File: config.mk
export PLATFORM = sky130hd
export DESIGN_NAME = seq_multiplier
export DESIGN_NICKNAME = d
export VERILOG_FILES = /design/src/rtl/calc_pkg.sv /design/src/rtl/rise_detect.sv /design/src/rtl/seq_multiplier.sv
export SDC_FILE = /design/constraint.sdc
export NUM_CORES = 1
export LEC_CHECK = 0
export ABC_AREA = 1
export CAP_MARGIN = 20
export CELL_PAD_IN_SITES_DETAIL_PLACEMENT = 1
export CELL_PAD_IN_SITES_GLOBAL_PLACEMENT = 1
export CORE_MARGIN = 8
export CORE_UTILIZATION = 40
export DETAILED_ROUTE_END_ITERATION = 10
export PLACE_DENSITY = 0.8
export SLEW_MARGIN = 10
export SYNTH_ARGS = -nofsm -noshare
export SYNTH_HDL_FRONTEND = slang
export SYNTH_SLANG_ARGS = --single-unit
File: constraint.sdc
create_clock -name clk -period 3 [get_ports clk]
set_input_delay 0.6 -clock clk [delete_from_list [all_inputs] [get_ports clk]]
set_output_delay 0.6 -clock clk [all_outputs]
set_load 0.03 [all_outputs]
File: src/rtl/calc_pkg.sv
// Shared calculator definitions: multiplier FSM states and operation codes.
// Used by the multiplier and adder paths; no ports.
package calc_pkg;

  typedef enum logic [1:0] {
    IDLE,
    CALC,
    DONE
  } mult_state_t;

  localparam logic [1:0] SEL_ADDU = 2'b00;
  localparam logic [1:0] SEL_ADDS = 2'b01;
  localparam logic [1:0] SEL_MULT = 2'b10;
  localparam logic [1:0] SEL_SQR  = 2'b11;

endpackage

File: src/rtl/rise_detect.sv
// Rising-edge detector for a level command.
// Ports: clk, resetN (sync, active-low), in (level), rise (1-cycle pulse).
module rise_detect (
  input  logic clk,
  input  logic resetN,
  input  logic in,
  output logic rise
);

  logic prev;

  // prev resets high so a level held across reset release is not an edge
  always_ff @(posedge clk) begin
    if (!resetN) prev <= 1'b1;
    else         prev <= in;
  end

  assign rise = in & ~prev;

endmodule

File: src/rtl/seq_multiplier.sv
// Multi-cycle unsigned shift-add multiplier (multiply / square).
// Ports: clk, resetN, enter, sel, a, b in; product, busy, done out.
module seq_multiplier
  import calc_pkg::*;
#(
  parameter int WIDTH = 8
) (
  input  logic               clk,
  input  logic               resetN,
  input  logic               enter,
  input  logic [1:0]         sel,
  input  logic [WIDTH-1:0]   a,
  input  logic [WIDTH-1:0]   b,
  output logic [2*WIDTH-1:0] product,
  output logic               busy,
  output logic               done
);

  localparam int CW = (WIDTH > 1) ? $clog2(WIDTH) : 1;
  localparam logic [CW-1:0] LAST = CW'(WIDTH - 1);

  mult_state_t state, state_nxt;

  logic               enter_rise;
  logic               start;
  logic               last;
  logic [2*WIDTH-1:0] mcand;
  logic [2*WIDTH-1:0] acc;
  logic [2*WIDTH-1:0] acc_nxt;
  logic [WIDTH-1:0]   mplier;
  logic [CW-1:0]      cnt;

  rise_detect u_rise (
    .clk    (clk),
    .resetN (resetN),
    .in     (enter),
    .rise   (enter_rise)
  );

  assign start   = enter_rise & sel[1] & (state == IDLE);
  assign last    = (cnt == LAST);
  assign acc_nxt = acc + (mplier[0] ? mcand : '0);

  always_ff @(posedge clk) begin
    if (!resetN) state <= IDLE;
    else         state <= state_nxt;
  end

  always_comb begin
    state_nxt = state;
    case (state)
      IDLE:    if (start) state_nxt = CALC;
      CALC:    if (last)  state_nxt = DONE;
      DONE:    state_nxt = IDLE;
      default: state_nxt = IDLE;
    endcase
  end

  always_comb begin
    busy = (state == CALC);
    done = (state == DONE);
  end

  always_ff @(posedge clk) begin
    if (!resetN) begin
      product <= '0;
      mcand   <= '0;
      mplier  <= '0;
      acc     <= '0;
      cnt     <= '0;
    end else begin
      case (state)
        IDLE: begin
          if (start) begin
            mcand  <= {{WIDTH{1'b0}}, a};
            mplier <= (sel == SEL_SQR) ? a : b;
            acc    <= '0;
            cnt    <= '0;
          end
        end
        CALC: begin
          acc    <= acc_nxt;
          mcand  <= mcand << 1;
          mplier <= mplier >> 1;
          cnt    <= cnt + 1'b1;
          // final partial product folded in directly
          if (last) product <= acc_nxt;
        end
        default: ;
      endcase
    end
  end

endmodule
Yosys cells after proc, flatten, opt, wreduce, memory -nomap -nowiden
Index checks and enable logic that the tools add are counted.
{"block": "word_totals", "out_inout_bits": 18, "ff_bits": 62, "in_bits": 21}
{"block": "op_classes", "n_mux": 13, "eq_ne": 6, "add_sub_neg": 2, "reduce_logical": 5, "bitwise_logic": 4}
{"operator": "$pmux W16 S2", "count": 2}
{"operator": "$mux W16", "count": 3}
{"operator": "$add A16 B16 Y16", "count": 1}
{"operator": "$mux W8", "count": 2}
{"operator": "$pmux W8 S2", "count": 1}
{"operator": "$pmux W3 S2", "count": 1}
{"operator": "$reduce_and A2 Y1", "count": 3}
{"operator": "$eq A2 B2 Y1 const B", "count": 2}
{"operator": "$mux W2", "count": 2}
{"operator": "$pmux W2 S2", "count": 1}
{"operator": "$add A3 B1 Y3 const B", "count": 1}
{"operator": "$and A1 B1 Y1", "count": 3}
{"operator": "$eq A3 B3 Y1 const B", "count": 1}
{"operator": "$mux W3", "count": 1}
{"operator": "$eq A2 B1 Y1 const B", "count": 1}
{"operator": "$logic_not A2 Y1", "count": 1}
{"operator": "$ne A2 B1 Y1 const B", "count": 1}
{"operator": "$ne A2 B2 Y1 const B", "count": 1}
{"operator": "$reduce_bool A2 Y1", "count": 1}
{"operator": "$not A1 Y1", "count": 1}

Logic depth before layout (Yosys ltp)
Gate-level depths: netlist of the first run.
{"block": "logic_depth", "word_depth": 6, "ltp_mapped": 17, "mapped_depth_nobuf": 15}

Cells and area by module
Synthesis of the first run repeated with hierarchy kept, for this count alone.
{"block": "unflattened", "cells_unflattened": 513, "hier_area_um2": 3412.0}
{"mod": "seq_multiplier", "area_each_um2": 3378.2, "cells_each": 509, "seq_area_each_um2": 1221.2, "instances": 1}
{"mod": "rise_detect", "area_each_um2": 33.8, "cells_each": 4, "seq_area_each_um2": 20.0, "instances": 1}

Least setup slack after synthesis of the first run
No wires, ideal clock.
{"block": "synth_path", "kind": "flip-flop to flip-flop", "start": "register mplier[0]", "end": "register product[14]", "path_buffers": 2, "period_less_slack_ns": 2.061, "arrival_ns": 1.952, "path_stages_with_launch": 17, "required_time_ns": 2.891, "slack_ns": 0.939, "path_cell_list": "dfxtp_1 clkbuf_1 clkbuf_1 nand2_1 inv_1 ha_1 fa_1 nand2_1 nand2_1 nand3_1 nand2_1 nand2_1 nand3_1 nand2_1 nand2_1 nand2_1 inv_1"}
{"block": "synth_between", "elab_chain_cells": 2}
{"element": "from (decl)", "line_no": "seq_multiplier.sv:30", "text": "logic [WIDTH-1:0] mplier;"}
{"element": "from (signal assigned)", "line_no": "seq_multiplier.sv:76", "text": "mplier <= (sel == SEL_SQR) ? a : b;"}
{"element": "from (signal assigned)", "line_no": "seq_multiplier.sv:84", "text": "mplier <= mplier >> 1;"}
{"element": "$mux W16", "line_no": "seq_multiplier.sv:42", "text": "assign acc_nxt = acc + (mplier[0] ? mcand : '0);"}
{"element": "$add A16 B16 Y16", "line_no": "seq_multiplier.sv:42"}
{"element": "to (signal assigned)", "line_no": "seq_multiplier.sv:87", "text": "if (last) product <= acc_nxt;"}
{"element": "to (decl)", "line_no": "seq_multiplier.sv:14", "text": "output logic [2*WIDTH-1:0] product,"}
No other way between the ends.
A chain may end at the register's enable or synchronous reset.

Final worst setup path of the first run
{"block": "layout_path", "start": "register state[1]", "end": "output port busy"}
{"block": "layout_between", "elab_chain_cells": 1}
{"element": "from (decl)", "line_no": "seq_multiplier.sv:22", "text": "mult_state_t state, state_nxt;"}
{"element": "from (signal assigned)", "line_no": "seq_multiplier.sv:46", "text": "else state <= state_nxt;"}
{"element": "$eq A2 B1 Y1", "line_no": "seq_multiplier.sv:60", "text": "busy = (state == CALC);"}
{"element": "to (decl)", "line_no": "seq_multiplier.sv:15", "text": "output logic busy,"}
No other way between the ends.

==> results of run 1 <==
[final timing paths]
path,from,endpoint,slack (ns)
worst min-delay path,product[8],product[8],0.47
worst min register to register,product[8],product[8],0.47
worst max-delay path,state[1],busy,0.54
worst max register to register,mplier[0],product[15],0.78
[area by class of cell]
| type | instances | area [um2] |
|---|---|---|
| clock buffers | 9 | 124 |
| repair buffers | 43 | 418 |
| clock inverters | 6 | 87.6 |
| well taps | 108 | 135 |
| multi-input cells | 363 | 1870 |
| flip-flops and latches | 62 | 1240 |
| fillers | 1119 | 4430 |
| inverters | 76 | 290 |
[cell families (layout without fill, tap and decap cells)]
| family | Yosys count | in the layout |
|---|---|---|
| muxes | 2 | 2 |
| and+or+nand+nor | 248 | 248 |
| adders and majority gates | 18 | 18 |
| xor gates and xnor gates | 7 | 7 |
| AOI/OAI and AO/OA | 88 | 88 |
| buffers and inverters | 95 | 134 |
| DFF | 62 | 62 |
[per-layer routing]
layer | wire (um) | share of wire | vias to the layer above
li1 | - | - | 1703
met1 | 4630 | 0.48 | 1570
met2 | 4550 | 0.47 | 53
met3 | 294 | 0.030 | 15
met4 | 171 | 0.018 | 0
met5 | 0 | 0 | -
[flip-flops by register name, indices dropped and copies added, names as in the netlist]
| signal | flops |
|---|---|
| acc | 16 |
| mcand | 16 |
| product | 16 |
| mplier | 8 |
| cnt | 3 |
| state | 2 |
| u_rise.prev | 1 |
[power breakdown]
group / leakage (uW) / total, uW / switching (uW) / internal (uW)
Combinational: 0.00144 / 108 / 63.3 / 44.8
Clock: 0.0000973 / 813 / 352 / 461
Sequential: 0.000501 / 845 / 10.4 / 835
Total: 0.00204 / 1770 / 425 / 1340
[layout by cell type, fill, tap and decap left out]
cell type and instances:
nand2_1 201, inv_1 71, dfxtp_1 62, a21oi_1 42, clkdlybuf4s50_1 38, nand3_1 20, ha_1 17, nor2_1 12
a31oi_1 11, o21ai_0 9, clkbuf_8 9, o211ai_1 7, xor2_1 6, o21ai_1 6, o21a_1 5, buf_4 5
o21bai_1 4, inv_2 3, nor2_8 3, or2_1 3, nor3_1 3, clkinvlp_4 3, nand2_2 2, a31oi_2 2
mux2i_1 2, inv_4 2, bufinv_16 2, nand3b_1 1, xnor2_1 1, nor2_4 1, a21o_1 1, nor2_2 1
or2_2 1, a211oi_1 1, fa_1 1, clkinv_2 1
[per-stage QoR]
step           cells   util
6_report         667  0.484
5_1_grt          667  0.484
2_1_floorplan    520      -
3_3_place_gp     652  0.460
4_1_cts          667  0.484
3_5_place_dp     652  0.460
[worst max-delay path, delay by kind of cell (launching register included)]
family                 cells  cell delay (ns)
DFF                        1             0.40
buffers and inverters      1             0.75
and+or+nand+nor            1             0.37
==> metrics.md, run 1 <==
| Metric | Value |
|---|---|
| Highest-delay cell along the critical path | clkdlybuf4s50_1 |
| Number of storage elements in the synthesis netlist | slightly above 60 |
| Post-detailed-placement cell area | between 3000 and 4000 um2 |
| Top-level port count | 39 |
| Initial core utilization | 0.408 |
| Post-Synthesis Mean Instance Area | 6.74 um2 |
| Slowest stage delay, CP | 0.75 ns |
| Count of pins over their slew limit | 0 |
| Slew headroom | 0.621 |
| Net Count, Synth | 559 |
| Clock latency on the worst-skew pair | approximately 0.34 ns |
| Register-to-Register Path Depth | 12 |
| Fraction of post-synthesis cell area in the top cell type by area | 0.354 |
| Post-Synth XOR/XNOR Area | 0.0175 |
| Met3 track demand over resource in global routing | 0.0305 |
| Vias in the first global route | approximately 3500 |
| TritonCTS clock tree | built |
| Drt total wl | about 9600 um |
| Buffers added on ports | 38 |
| Worst Max-Slew Pin Slew | ~0.57 ns |
| Peak fanout along the critical path | 21 |
| Setup repair after global routing missed its margin | false |
| Total of cells resized after clock tree synthesis | 0 |
| Post-layout total power | 1770 uW |
| Total congestion overflow | 0 |
| Simple-gate share of the synthesized area | 0.296 |
| Final critical path time including I/O delays and setup | ~2.5 ns |
| Post-route clock skew | between 0.01 and 0.015 ns |
| Commonest cells in the synthesized netlist | 201 x nand2_1, 71 x inv_1, 62 x dfxtp_1 |
| CTS root buf | clkbuf_8 |
| Total die area | around 12000 um2 |
| Crit path arrival time | ~1.9 ns |
| Number of DRC markers after the initial detailed-route iteration | around 130 |
| Count of distinct cell types in the synthesized netlist | 34 |
| Final Hold Fails | 0 |
| Placeable core region | 8590 um2 |
| Static power due to leakage | just over 0.002 uW |
| Largest family of logic cells by synthesized area | simple AND/OR/NAND/NOR gates |
| Min Hold Slack | around 0.47 ns |
| Startpoint kind of the worst setup timing path | register |
| Routing usage on met1 | 0.213 |
| Num CTS Buffers | 9 |
| Worst Setup Slack, final | around 0.54 ns |
| Cell with the most instances after synthesis | nand2_1 |
| Number of nets with antenna violations after detailed routing | 0 |
| Floorplan die width | around 110 um |
| Sequential cell area fraction in the yosys report | 0.354 |
| Worst setup timing slack at the placement stage | about 0.63 ns |
| Cell area after synthesis | roughly 3500 um2 |
| First-pass GRT wire length | roughly 16000 um |
| Number of maximum-capacitance violations | 0 |
| Top cells by area, synth | dfxtp_1 35%, nand2_1 22%, inv_1 7.6% |
| Pwr/cell area | roughly 420 nW/um2 |
| Largest net degree at the start of global routing | 36 |
| Compound-Gate Fraction of Synth Area | 0.147 |
| Primary FF master, synth | dfxtp_1 |
| Number of warning messages in the yosys log | 0 |
| Worst vdd ir | roughly 0.25 mV |
| Met2 track utilization from global routing | 0.286 |
| Critical path class | reg2out |
| Outcome | complete, no violations |
| Antenna violations before repair | 0 |
| Type of the worst min-delay path | reg2reg |
| Post-synth ARST share | 0 |
| Post-layout nets | slightly below 600 |
| Routed WL per cell | about 14 um |
| Final period util | 0.820 |
| CP Capture Type | output port |
| Maximum operating frequency | approximately 410 MHz |
| Share of layout cells above drive strength 1 | 0.0626 |
| Setup TNS | 0 ns |
| Total setup buffers inserted after CTS | 0 |
| CTS Hold Buffers Added | 0 |
| Min-Delay Path Depth | 2 |
| Post-detailed-route via-to-cell ratio | ~5 |
| Antenna diodes | 0 |
| Number of failing setup endpoints in the final timing report | 0 |
| Post-synthesis mux area share | 0.00571 |
| Most Used Layer, Global Route | met2 |
| DRC violations left | 0 |
| Critical Path, Cell by Cell | nor2_8, clkdlybuf4s50_1 |
| Number of cells produced by synthesis | between 500 and 600 |
| Number of levels the H-tree was split into | 3 |
| Clock transition at the registers of the reported paths | about 0.070 ns |
| Std-Cell Rows | 34 |
| Global-route usage over all layers | 0.171 |
| Post-synthesis share of cell area spent on full adders, half adders and majority gates | 0.0664 |
| Detailed-router iteration count before antenna repair | 4 |
| Cell type with the largest total area after synthesis | dfxtp_1 |
| Die H | 110 um |
| DP HPWL | around 7000 um |
| Number of synthesized flops with an enable pin | 0 |
| Summed area of non-filler cells in the final layout | approximately 4200 um2 |
| Required time of the critical path | approximately 2.4 ns |
| Vias after detailed routing | around 3300 |
| Growth of design area from synthesis to finish | 18.7% |
| Clock tree sinks | a little over 60 |
| Global placement routability congestion | approximately 0.84 |
| Buffer levels on the longest clock path | 2 |
Power figures use the tool's default switching activity.
==> run 2: changes to the inputs <==
Clock period 3 ns to 2.3 ns, I/O delays scaled along.
==> run 2 against run 1 <==
  * Routed wire length grew 4.6%
  * Clock power is 48% higher
  * Critical path type unchanged
  * Utilization is 0.82 points higher
  * Clock skew is 0.0063 ns lower
  * Total power grew 39%
  * Die area did not move
  * Final cell count rose by 0.75%
  * Worst setup slack worse by 0.44 ns
==> metrics.md, run 2 (same netlist as run 1, synthesis figures left out) <==
| Metric | Value |
|---|---|
| Fill cell instance count of the final layout | ~1100 |
| Largest registers | acc: 16 flops, mcand: 16 flops, product: 16 flops |
| Global-route usage over all layers | 0.179 |
| Total die area | 12000 um2 |
| Pwr/cell area | 579 nW/um2 |
| Static power due to leakage | 0.00208 uW |
| Largest net degree at the start of global routing | 27 |
| Antenna violations before repair | 0 |
| Buffers added on ports | 38 |
| Peak fanout along the critical path | 2 |
| Type of the worst min-delay path | reg2reg |
| Number of maximum-capacitance violations | 0 |
| Min-Delay Path Depth | 2 |
| Setup repair after global routing missed its margin | false |
| DRC violations left | 0 |
| Post-layout total power | between 2000 and 2500 uW |
| Crit path arrival time | ~1.7 ns |
| Drt total wl | roughly 10000 um |
| Floorplan die width | roughly 110 um |
| First-pass GRT wire length | approximately 17000 um |
| Vias in the first global route | 3477 |
| Num CTS Buffers | 9 |
| Post-layout nets | between 500 and 600 |
| CP Capture Type | output port |
| Global placement routability congestion | roughly 0.84 |
| Clock transition at the registers of the reported paths | 0.08 ns |
| Critical path class | reg2out |
| Area taken by flip-flops and latches | 1240 um2 |
| Vias after detailed routing | about 3300 |
| Worst vdd ir | around 0.26 mV |
| Final core utilization | 0.492 |
| CTS Hold Buffers Added | 0 |
| Post-detailed-route via-to-cell ratio | about 4.9 |
| Number of DRC markers after the initial detailed-route iteration | 92 |
| Count of pins over their slew limit | 0 |
| Worst setup timing slack at the placement stage | slightly above 0.08 ns |
| Final Hold Fails | 0 |
| Number of levels the H-tree was split into | 3 |
| Share of layout cells above drive strength 1 | 0.0709 |
| Number of nets with antenna violations after detailed routing | 0 |
| Final period util | 0.957 |
| Required time of the critical path | ~1.8 ns |
| Antenna diodes | 0 |
| Number of failing setup endpoints in the final timing report | 0 |
| Std-Cell Rows | 34 |
| Die H | 110 um |
| Clock tree sinks | 62 |
| Total congestion overflow | 0 |
| Final critical path time including I/O delays and setup | between 2 and 2.5 ns |
| Clock latency on the worst-skew pair | between 0.3 and 0.4 ns |
| Leading cell types in the layout, fill and taps excluded | 201 x nand2_1, 71 x inv_1, 61 x dfxtp_1 |
| Register-to-Register Path Depth | 14 |
| Post-detailed-placement cell area | between 3000 and 4000 um2 |
| Growth of design area from synthesis to finish | 20.7% |
| Initial core utilization | 0.408 |
| Multi-input logic area | 1870 um2 |
| Buffer levels on the longest clock path | 2 |
| Most common cell after layout, fill and taps aside | nand2_1 |
| Outcome | complete, no violations |
| DP HPWL | around 7400 um |
| Placeable core region | approximately 8600 um2 |
| Startpoint kind of the worst setup timing path | register |
| Setup TNS | 0 ns |
| TritonCTS clock tree | built |
| Worst Setup Slack, final | 0.0986 ns |
| CTS root buf | clkbuf_8 |
| Detailed-router iteration count before antenna repair | 4 |
| Post-route clock skew | 0.00824 ns |
| Worst Max-Slew Pin Slew | 0.477 ns |
| Slew headroom | 0.681 |
| Routed WL per cell | 15.0 um |
| Maximum operating frequency | about 450 MHz |
| Top-level port count | 39 |
| Summed area of non-filler cells in the final layout | between 4000 and 5000 um2 |
## run 2: changes by cell type in the layout (fill, tap and decap cells not counted)
cell / before / now
buf_4: 5 / 8
buf_12: 0 / 1
clkbuf_1: 0 / 1
dfxtp_1: 62 / 61
dfxtp_2: 0 / 1
clkinvlp_4: 3 / 2
bufinv_16: 2 / 3
## run 2: timing repair
| item | in CTS | in global routing |
|---|---|---|
| setup buffers | 0 | 0 |
| setup endpoints to repair | 0 | 21 |
| resized for setup | 0 | 1 |
## run 2: final cells by class
type / instances / share of cell area
multi-input combinational: 363 / 0.441
sequential: 62 / 0.294
clock inverter: 6 / 0.0260
inverter: 76 / 0.0686
clock buffer: 10 / 0.0302
tap: 108 / 0.0319
timing repair buffer: 47 / 0.109
## run 2: metal layers
metal / track usage / wire length (um) / vias up
li1: - / - / 1712
met5: 0 / 0 / -
met4: 0.0771 / 186 / 0
met2: 0.301 / 4840 / 45
met3: 0.0299 / 261 / 11
met1: 0.222 / 4800 / 1552
## run 2: path summary, 6_finish.rpt
check / slack, ns / startpoint / end
worst max register to register: 0.22 / mplier[0] / product[10]
worst min register to register: 0.47 / cnt[1] / cnt[1]
worst max-delay path: 0.1 / state[1] / done
worst min-delay path: 0.47 / cnt[1] / cnt[1]
## run 2: stage by stage
step | hold WS [ns] | instances
2_1_floorplan | 0.433 | 520
3_3_place_gp | 0.450 | 656
3_5_place_dp | 0.455 | 656
4_1_cts | 0.468 | 672
5_1_grt | 0.488 | 672
6_report | 0.469 | 672
## run 2: worst max-delay path, stage by stage (launching register included)
cell and delay (ns):
dfxtp_1 0.49, inv_2 0.09, nor2_1 0.12, clkdlybuf4s50_1 0.69
## run 2: power breakdown
group / leakage (uW) / internal [uW] / switching [uW]
combinational: 0.00147 / 64.5 / 86.4
sequential: 0.000501 / 1090 / 13.1
clock: 0.000112 / 718 / 478
total: 0.00208 / 1870 / 577
==> run 3: changes to the inputs <==
Settings changed: CELL_PAD_IN_SITES_DETAIL_PLACEMENT 1 to default, CELL_PAD_IN_SITES_GLOBAL_PLACEMENT 1 to default, CORE_UTILIZATION 40 to 55, PLACE_DENSITY 0.8 to 0.79, REMOVE_ABC_BUFFERS from default to 1.
Clock period 2.3 ns to 2.8 ns, I/O delays scaled along.
==> run 3 against run 2 <==
  * First-iteration DRC count up 77%
  * Worst setup slack better by 0.40 ns
  * Non-clock buffer count down 3
  * Sequential power down 18%
  * Routed wire length down 21%
  * Clock skew down 0.0040 ns
  * Critical path type unchanged
  * Critical endpoint is now busy
==> metrics.md, run 3 (same netlist as run 1, synthesis figures left out) <==
| Metric | Value |
|---|---|
| Setup TNS | 0 ns |
| CP Capture Type | output port |
| Most common cell after layout, fill and taps aside | nand2_1 |
| Number of failing setup endpoints in the final timing report | 0 |
| Switch share | 0.245 |
| Number of placed instances with taps included | approximately 620 |
| DRC violations left | 0 |
| Final critical path time including I/O delays and setup | around 2.3 ns |
| Num CTS Buffers | 9 |
| Gate power share | 0.065 |
| Buffers added on ports | 38 |
| Net Sw Power | roughly 430 uW |
| Vias after detailed routing | approximately 3300 |
| Final period util | 0.821 |
| Total setup buffers inserted after CTS | 0 |
| Total of cells resized after clock tree synthesis | 0 |
| TritonCTS clock tree | built |
| Post-layout total power | roughly 1800 uW |
| Routed WL per cell | roughly 13 um |
| Total die area | 9190 um2 |
| Number of levels the H-tree was split into | 3 |
| DP HPWL | about 5900 um |
| CTS root buf | clkbuf_8 |
| Largest registers | acc: 16 flops, mcand: 16 flops, product: 16 flops |
| Sequential fraction of design power | 0.510 |
| Clock transition at the registers of the reported paths | about 0.07 ns |
| R2R setup slack | about 0.6 ns |
| Outcome | complete, no violations |
| Top-level port count | 39 |
| Die H | ~96 um |
| Worst Max-Slew Pin Slew | 0.644 ns |
| Global-route usage over all layers | 0.190 |
| Type of the worst min-delay path | reg2reg |
| Post-detailed-route via-to-cell ratio | 5.11 |
| Required time of the critical path | between 2 and 2.5 ns |
| Fill cell instance count of the final layout | 559 |
| Vias in the first global route | between 3000 and 4000 |
| Number of nets with antenna violations after detailed routing | 0 |
| Crit path arrival time | 1.74 ns |
| Growth of design area from synthesis to finish | 17.3% |
| Number of DRC markers after the initial detailed-route iteration | between 150 and 200 |
| Int Power | 1340 uW |
| Clock network fraction of total power | 0.425 |
| Std-Cell Rows | 29 |
| Worst vdd ir | 0.331 mV |
| Drt total wl | 7990 um |
| Placeable core region | approximately 6200 um2 |
| Pwr/cell area | about 430 nW/um2 |
| Global placement routability congestion | slightly below 0.9 |
| Setup repair after global routing missed its margin | false |
| Largest net degree at the start of global routing | 34 |
| Post-layout nets | 595 |
| Startpoint kind of the worst setup timing path | register |
| Peak fanout along the critical path | 14 |
| Slew headroom | 0.570 |
| Buffer levels on the longest clock path | 2 |
| Clock tree sinks | between 60 and 70 |
| Count of placed standard cells in the final layout, fillers left out | 638 |
| Detailed-router iteration count before antenna repair | 5 |
| CTS Hold Buffers Added | 0 |
| Leading cell types in the layout, fill and taps excluded | 201 x nand2_1, 71 x inv_1, 62 x dfxtp_1 |
| Maximum operating frequency | 435 MHz |
| Initial core utilization | 0.562 |
| Final Hold Fails | 0 |
| Floorplan die width | ~96 um |
| Share of layout cells above drive strength 1 | 0.0660 |
| Antenna diodes | 0 |
| Post-route clock skew | 0.00422 ns |
| Count of pins over their slew limit | 0 |
| First-pass GRT wire length | 13900 um |
| Number of maximum-capacitance violations | 0 |
| Total congestion overflow | 0 |
| Antenna violations before repair | 0 |
| Critical path class | reg2out |
| Static power due to leakage | approximately 0.0020 uW |
| Clock latency on the worst-skew pair | approximately 0.34 ns |
| Min Hold Slack | between 0.4 and 0.5 ns |
## run 3: cell types whose count changed in the layout (fill, tap and decap cells not counted), sizes merged
cell,before,now
clkbuf,10,12
bufinv,3,0
buf,9,6
inv,76,77
## run 3: per-stage QoR
stage | setup slack (ns) | area (um2) | utilization
2_1_floorplan | 0.914 | 3400 | -
3_3_place_gp | 0.693 | 3920 | 0.628
3_5_place_dp | 0.624 | 3920 | 0.628
4_1_cts | 0.487 | 4110 | 0.659
5_1_grt | 0.375 | 4110 | 0.659
6_report | 0.501 | 4110 | 0.659
## run 3: power groups by stage
stage	clock network [uW]	registers, uW	logic (uW)
after floorplan	0	922	56.4
after global placement	0	924	113
after detailed placement	0	924	115
after CTS	773	904	115
after global routing	802	906	126
final	753	905	115
## run 3: path summary, 6_finish.rpt
check                                start          end  cells after the start
worst max-delay path              state[1]         busy                      2
worst min register to register  product[2]   product[2]                      2
worst max register to register   mplier[0]  product[15]                     13
worst min-delay path            product[2]   product[2]                      2
## run 3: critical path, cell delays in order (launching register included)
cell,delay [ns]
dfxtp_1,0.38
nor2_8,0.29
clkdlybuf4s50_1,0.73
## run 3: final cells by class
class	count	area (um2)	share of cell area
inverters	76	290	0.0706
clock inverters	4	28.8	0.00700
well taps	77	96.3	0.0234
flip-flops and latches	62	1240	0.302
clock buffers	12	165	0.0402
repair buffers	44	425	0.103
multi-input cells	363	1870	0.454
## run 3: metal layers
metal | track usage | wire (um)
met1 | 0.232 | 3690
met2 | 0.320 | 3770
met3 | 0.0460 | 432
met4 | 0.0653 | 94
met5 | 0 | 0
